<file path="src/rtl/bcd_scan_display.sv">
// bcd_scan_display: converts a binary value to decimal (sequential double-dabble)
// or hexadecimal digits, then drives a time-multiplexed seven-segment display.
// Ports:
//   clk, rst                - clock, asynchronous active-low reset
//   bin, load, hex_mode     - value, conversion request, radix select (captured on load)
//   blank_lz, mask, dp      - live display controls: leading-zero blanking, digit enable, decimal points
//   busy, done, ovf         - conversion status; done pulses when the display digits update
//   seg, dp_on, an          - active-low segments {g..a}, active-high dp, active-low anode select
module bcd_scan_display #(
  parameter int unsigned DIGITS   = 4,
  parameter int unsigned BIN_W    = 14,
  parameter int unsigned SCAN_DIV = 25000
) (
  input  logic              clk,
  input  logic              rst,
  input  logic [BIN_W-1:0]  bin,
  input  logic              load,
  input  logic              hex_mode,
  input  logic              blank_lz,
  input  logic [DIGITS-1:0] mask,
  input  logic [DIGITS-1:0] dp,
  output logic              busy,
  output logic              done,
  output logic              ovf,
  output logic [6:0]        seg,
  output logic              dp_on,
  output logic [DIGITS-1:0] an
);

  localparam int unsigned NIB    = DIGITS + 1;        // display nibbles plus guard
  localparam int unsigned BCD_W  = 4 * NIB;
  localparam int unsigned DISP_W = 4 * DIGITS;
  localparam int unsigned EXT_W  = BIN_W + DISP_W;
  localparam int unsigned CNT_W  = $clog2(BIN_W);
  localparam int unsigned IDX_W  = $clog2(DIGITS);
  localparam int unsigned PRE_W  = $clog2(SCAN_DIV);

  localparam logic [CNT_W-1:0] CNT_LAST = CNT_W'(BIN_W - 1);
  localparam logic [IDX_W-1:0] IDX_LAST = IDX_W'(DIGITS - 1);
  localparam logic [PRE_W-1:0] PRE_LAST = PRE_W'(SCAN_DIV - 1);

  typedef enum logic [1:0] {IDLE, CONV, LATCH} state_t;

  state_t              state_q, state_d;
  logic [BIN_W-1:0]    bin_q, bin_d;
  logic                hex_q, hex_d;
  logic [CNT_W-1:0]    cnt_q, cnt_d;
  logic [BCD_W-1:0]    bcd_q, bcd_d;
  logic                covf_q, covf_d;
  logic [DISP_W-1:0]   disp_q, disp_d;
  logic                ovf_q, ovf_d;
  logic                done_q, done_d;
  logic                busy_q, busy_d;
  logic [PRE_W-1:0]    pre_q, pre_d;
  logic [IDX_W-1:0]    idx_q, idx_d;
  logic [6:0]          seg_q, seg_d;
  logic [DIGITS-1:0]   an_q, an_d;
  logic                dp_on_q, dp_on_d;

  logic [BCD_W-1:0]    bcd_adj;
  logic [BCD_W-1:0]    bcd_shift;
  logic [EXT_W-1:0]    bin_ext;
  logic                hex_ovf;
  logic [DIGITS-1:0]   lz;
  logic [3:0]          cur_dig;
  logic                sup;

  function automatic logic [6:0] seg_of(input logic [3:0] v);
    case (v)
      4'h0: seg_of = 7'h40;
      4'h1: seg_of = 7'h79;
      4'h2: seg_of = 7'h24;
      4'h3: seg_of = 7'h30;
      4'h4: seg_of = 7'h19;
      4'h5: seg_of = 7'h12;
      4'h6: seg_of = 7'h02;
      4'h7: seg_of = 7'h78;
      4'h8: seg_of = 7'h00;
      4'h9: seg_of = 7'h10;
      4'hA: seg_of = 7'h08;
      4'hB: seg_of = 7'h03;
      4'hC: seg_of = 7'h46;
      4'hD: seg_of = 7'h21;
      4'hE: seg_of = 7'h06;
      default: seg_of = 7'h0E;
    endcase
  endfunction

  // Double-dabble adjust: +3 on every nibble >= 5 before the shift.
  always_comb begin
    bcd_adj = '0;
    for (int unsigned i = 0; i < NIB; i++) begin
      if (bcd_q[4*i +: 4] >= 4'd5) bcd_adj[4*i +: 4] = bcd_q[4*i +: 4] + 4'd3;
      else                         bcd_adj[4*i +: 4] = bcd_q[4*i +: 4];
    end
  end

  assign bcd_shift = {bcd_adj[BCD_W-2:0], bin_q[BIN_W-1]};
  assign bin_ext   = EXT_W'(bin_q);
  assign hex_ovf   = |(bin_ext >> DISP_W);

  // Conversion FSM and display digit registers.
  always_comb begin
    state_d = state_q;
    bin_d   = bin_q;
    hex_d   = hex_q;
    cnt_d   = cnt_q;
    bcd_d   = bcd_q;
    covf_d  = covf_q;
    disp_d  = disp_q;
    ovf_d   = ovf_q;
    done_d  = 1'b0;
    case (state_q)
      IDLE: begin
        if (load) begin
          bin_d   = bin;
          hex_d   = hex_mode;
          cnt_d   = '0;
          bcd_d   = '0;
          covf_d  = 1'b0;
          state_d = hex_mode ? LATCH : CONV;
        end
      end
      CONV: begin
        bcd_d  = bcd_shift;
        bin_d  = {bin_q[BIN_W-2:0], 1'b0};
        // Partial values only grow, so any guard activity means the final value overflows.
        covf_d = covf_q | bcd_adj[BCD_W-1] | (bcd_shift[BCD_W-1 -: 4] != 4'd0);
        cnt_d  = cnt_q + 1'b1;
        if (cnt_q == CNT_LAST) state_d = LATCH;
      end
      LATCH: begin
        disp_d  = hex_q ? bin_ext[DISP_W-1:0] : bcd_q[DISP_W-1:0];
        ovf_d   = hex_q ? hex_ovf : covf_q;
        done_d  = 1'b1;
        state_d = IDLE;
      end
      default: state_d = IDLE;
    endcase
    busy_d = (state_d != IDLE);
  end

  // Scan prescaler, digit select and suppression.
  always_comb begin
    pre_d   = (pre_q == PRE_LAST) ? '0 : pre_q + 1'b1;
    idx_d   = idx_q;
    if (pre_q == PRE_LAST) idx_d = (idx_q == IDX_LAST) ? '0 : idx_q + 1'b1;

    lz = '0;
    lz[DIGITS-1] = (disp_q[DISP_W-1 -: 4] == 4'd0);
    for (int unsigned k = 1; k < DIGITS; k++) begin
      lz[DIGITS-1-k] = lz[DIGITS-k] & (disp_q[4*(DIGITS-1-k) +: 4] == 4'd0);
    end

    cur_dig = disp_q[4*idx_q +: 4];
    sup     = ~mask[idx_q] | (blank_lz & ~ovf_q & (idx_q != '0) & lz[idx_q]);

    seg_d   = 7'h7F;
    an_d    = '1;
    dp_on_d = 1'b0;
    if (!sup) begin
      seg_d   = ovf_q ? 7'h3F : seg_of(cur_dig);
      an_d    = ~(DIGITS'(1) << idx_q);
      dp_on_d = dp[idx_q];
    end
  end

  always_ff @(posedge clk or negedge rst) begin
    if (!rst) begin
      state_q <= IDLE;
      bin_q   <= '0;
      hex_q   <= 1'b0;
      cnt_q   <= '0;
      bcd_q   <= '0;
      covf_q  <= 1'b0;
      disp_q  <= '0;
      ovf_q   <= 1'b0;
      done_q  <= 1'b0;
      busy_q  <= 1'b0;
      pre_q   <= '0;
      idx_q   <= '0;
      seg_q   <= 7'h7F;
      an_q    <= '1;
      dp_on_q <= 1'b0;
    end else begin
      state_q <= state_d;
      bin_q   <= bin_d;
      hex_q   <= hex_d;
      cnt_q   <= cnt_d;
      bcd_q   <= bcd_d;
      covf_q  <= covf_d;
      disp_q  <= disp_d;
      ovf_q   <= ovf_d;
      done_q  <= done_d;
      busy_q  <= busy_d;
      pre_q   <= pre_d;
      idx_q   <= idx_d;
      seg_q   <= seg_d;
      an_q    <= an_d;
      dp_on_q <= dp_on_d;
    end
  end

  assign busy  = busy_q;
  assign done  = done_q;
  assign ovf   = ovf_q;
  assign seg   = seg_q;
  assign an    = an_q;
  assign dp_on = dp_on_q;

endmodule

</file>
<file path="config.mk">
export PLATFORM = sky130hd
export DESIGN_NAME = bcd_scan_display
export DESIGN_NICKNAME = d
export VERILOG_FILES = /design/src/rtl/bcd_scan_display.sv
export SDC_FILE = /design/constraint.sdc
export NUM_CORES = 1
export LEC_CHECK = 0
export CORE_ASPECT_RATIO = 0.7
export CORE_MARGIN = 2
export CORE_UTILIZATION = 46
export CTS_CLUSTER_DIAMETER = 120
export CTS_CLUSTER_SIZE = 28
export DETAILED_ROUTE_END_ITERATION = 12
export GPL_TIMING_DRIVEN = 0
export PLACE_DENSITY = 0.75
export SLEW_MARGIN = 20
export SYNTH_ARGS = -nofsm -noshare
export SYNTH_HDL_FRONTEND = slang
export SYNTH_SLANG_ARGS = --single-unit
</file>
<file path="constraint.sdc">
create_clock -name clk -period 6.05 [get_ports clk]
set_input_delay 0.605 -clock clk [delete_from_list [all_inputs] [get_ports clk]]
set_output_delay 0.605 -clock clk [all_outputs]
set_load 0.05 [all_outputs]
</file>
==> out/qor.yml <==
clkTransAtPathRegs_ns: 0.07
critPathKind: "register to register"
pwr_density_cell_nw_per_um2: 480
max_freq_ghz: 0.430
yosysSeqAreaShare: 0.493
numCtsBuffers: 9
fin_skew_ns: 0.00358
max-vdd-ir-drop_mv: 0.263
yosysUniqueCellTypes: 46
final_common_cell: "dfrtp_1"
nNetsFinal: 560
regArea_um2: 2270
drc: 0
syn_nets: 507
firstDrtPassIters: 4
fill_cells: 808
cts_sinks: 90
num_rows: 30
hold_viol: 0
cp-end-kind: "register"
cts_resized: 0
insertion_delay_ns: 0.34
ioPinCount: 42
gp_congestion: 0.854
relSlewSlack: 0.457
ctsRootBufferMaster: "clkbuf_16"
synth_edf_count: 0
placed_area_um2: 5190
post-route-period-util: 0.384
crit_slowest_cell: "dfrtp_1"
most-common-layout-cells: "dfrtp_1 (79), nand2_1 (78), o21ai_0 (48)"
antenna_found_initial: 0
synth_ff_type: "dfrtp_1"
h-tree-depth: 3
crit_path_start_kind: "register"
initial_core_util: 0.473
die_h_um: 87.7
cts_tree: "built"
critPathCapture: "seg[6]"
totalNegativeSetupSlack_ns: 0
vias: 3601
cp-startpoint: "idx_q[1]"
final_max_slew_viol_count: 0
hpwl_um: 7300
path_max_fanout: 10
diodes: 0
yosysWarnings: 0
hold_path_class: "input pin to async pin"
slowest_delay_ns: 0.39
layout-drive-gt1-share: 0.0874
routed_via_density: 5.60
grt_pass1_vias: 3471
fin_area_um2: 5540
die-area_um2: 10800
cts_max_path_buffers: 2
min_period_ns: 2.33
r2r_slack_ns: 3.72
cp.depth: 8
grt_setup_unrepaired: "no"
async_flop_share: 1.00
regToRegEndpoint: "seg[6]"
setup_violations: 0
multi_input_area_um2: 2170
synth_area_um2: 4600
final_antenna_net_count: 0
cts_setup_buffers: 0
core_area_um2: 9720
tightest_slew_ns: 0.812
overflow: 0
avgSynthCellArea_um2: 10.1
postCtsHoldBufs: 0
io_buffers: 41
crit_family: "buffers and inverters"
maxCapViolCount: 0
clockPowerShare: 0.246
area_growth_pct: 20.5
critPathBufInv: 3
die_w_um: 124
p_int_w: 0.00162
syn_inst: 457
cp.required_ns: 6.27
grt_max_degree: 54
critPathArrivalTime_ns: 2.55
track_usage: 0.207
yosys_register_bits: 90
grt_pass1_wl_um: 17200
switchingPower_w: 0.00104
leakage_nw: 2.43
comb_power_share: 0.386
seqPwrFrac: 0.368
rr_startpoint: "idx_q[1]"
wire_per_inst_um: 16.1
drtIter0Drc: 283
reg2reg_depth: 8
drt-total-wl_um: 10400
status: "complete, no violations"
p_sw_frac: 0.391
timing.critical_path.cells: "clkbuf_1 -> inv_1 -> ha_1 -> nor3_1 -> o311ai_0 -> o31a_1 -> clkbuf_1 -> o311ai_0"
-- cell families after synthesis --
kind of cell               count (synthesis)  synth area share
and+or+nand+nor                          166             0.173
adders and majority gates                 23            0.0626
muxes                                     32            0.0887
xor gates and xnor gates                  18            0.0343
AOI/OAI and AO/OA                         87             0.113
DFF                                       90             0.493
buffers and inverters                     41            0.0356
-- cells in the mapped netlist, types with 2 or more instances --
| library cell | n | area [um2] |
|---|---|---|
| a21oi_1 | 10 | 50.1 |
| a22oi_1 | 12 | 90.1 |
| and2_1 | 2 | 12.5 |
| and3_1 | 5 | 31.3 |
| and4_1 | 4 | 35.0 |
| buf_2 | 2 | 10.0 |
| clkbuf_1 | 19 | 71.3 |
| dfrtp_1 | 79 | 1980 |
| dfstp_2 | 11 | 289 |
| ha_1 | 23 | 288 |
| inv_1 | 19 | 71.3 |
| mux2_2 | 7 | 78.8 |
| mux2i_1 | 19 | 190 |
| mux4_2 | 5 | 113 |
| nand2_1 | 78 | 293 |
| nand2b_1 | 9 | 56.3 |
| nand3_1 | 25 | 125 |
| nand3b_1 | 2 | 15.0 |
| nand4_1 | 6 | 37.5 |
| nor2_1 | 14 | 52.6 |
| nor2b_1 | 2 | 12.5 |
| nor3_1 | 7 | 35.0 |
| nor3b_1 | 2 | 15.0 |
| nor4_1 | 4 | 25.0 |
| o2111ai_1 | 2 | 17.5 |
| o211ai_1 | 2 | 15.0 |
| o21ai_0 | 48 | 240 |
| o22ai_1 | 2 | 12.5 |
| o311ai_0 | 2 | 17.5 |
| o32ai_1 | 3 | 26.3 |
| xnor2_1 | 9 | 78.8 |
| xor2_1 | 9 | 78.8 |
-- power groups by stage --
stage               clock [W]  combinational [W]  sequential (W)
floorplan                   0           0.000642         0.00103
global placement            0           0.000971        0.000972
detailed placement          0            0.00101        0.000981
CTS                  0.000665            0.00102        0.000974
global route         0.000696            0.00114         0.00100
finish               0.000655            0.00103        0.000977
-- routing by layer --
metal | part of all wire | track usage | wire length [um] | vias up
met4 | 0.011 | 0.0444 | 116 | 0
met3 | 0.059 | 0.0599 | 607 | 13
met2 | 0.45 | 0.322 | 4710 | 120
met1 | 0.48 | 0.290 | 4940 | 1753
met5 | 0 | 0 | 0 | -
li1 | - | - | - | 1715
-- worst register-to-register path, stage by stage, from the launching register on --
cell and delay, ns:
dfrtp_1 0.39, clkbuf_1 0.39, inv_1 0.16, ha_1 0.23, nor3_1 0.18, o311ai_0 0.16
o31a_1 0.30, clkbuf_1 0.24, o311ai_0 0.17
-- registers in the layout, summed over array words and instances (netlist names), 2 cells and up --
name     count
bcd_q       20
disp_q      16
pre_q       15
bin_q       14
seg          7
an           4
cnt_q        4
idx_q        2
state_q      2
-- worst min-delay path by stage --
stage,start,end,slack (ns),cells past startpoint
floorplan,rst,bcd_q[0],0.31,0
global placement,pre_q[14],pre_q[14],0.46,1
detailed placement,pre_q[14],pre_q[14],0.46,1
CTS,rst,pre_q[12],0.31,1
global route,rst,pre_q[11],0.33,1
finish,rst,pre_q[12],0.28,1
-- metrics by stage --
step | hold WS, ns | setup WS [ns] | util | std cells | power (W)
6_report | 0.280 | 3.72 | 0.570 | 643 | 0.00266
3_3_place_gp | 0.459 | 1.16 | 0.532 | 626 | 0.00194
4_1_cts | 0.307 | 3.71 | 0.570 | 643 | 0.00266
5_1_grt | 0.326 | 3.53 | 0.570 | 643 | 0.00284
3_5_place_dp | 0.464 | 3.52 | 0.534 | 627 | 0.00199
2_1_floorplan | 0.309 | 3.97 | - | 457 | 0.00167
-- layout make-up --
| class | instances | area share |
|---|---|---|
| well taps | 128 | 0.0289 |
| multi-input cells | 326 | 0.392 |
| flip-flops and latches | 90 | 0.409 |
| repair buffers | 42 | 0.0772 |
| inverters | 19 | 0.0129 |
| clock buffers | 10 | 0.0431 |
| plain buffers | 22 | 0.0167 |
| clock inverters | 6 | 0.0206 |
Note: power is estimated with default switching activity, not from simulation.
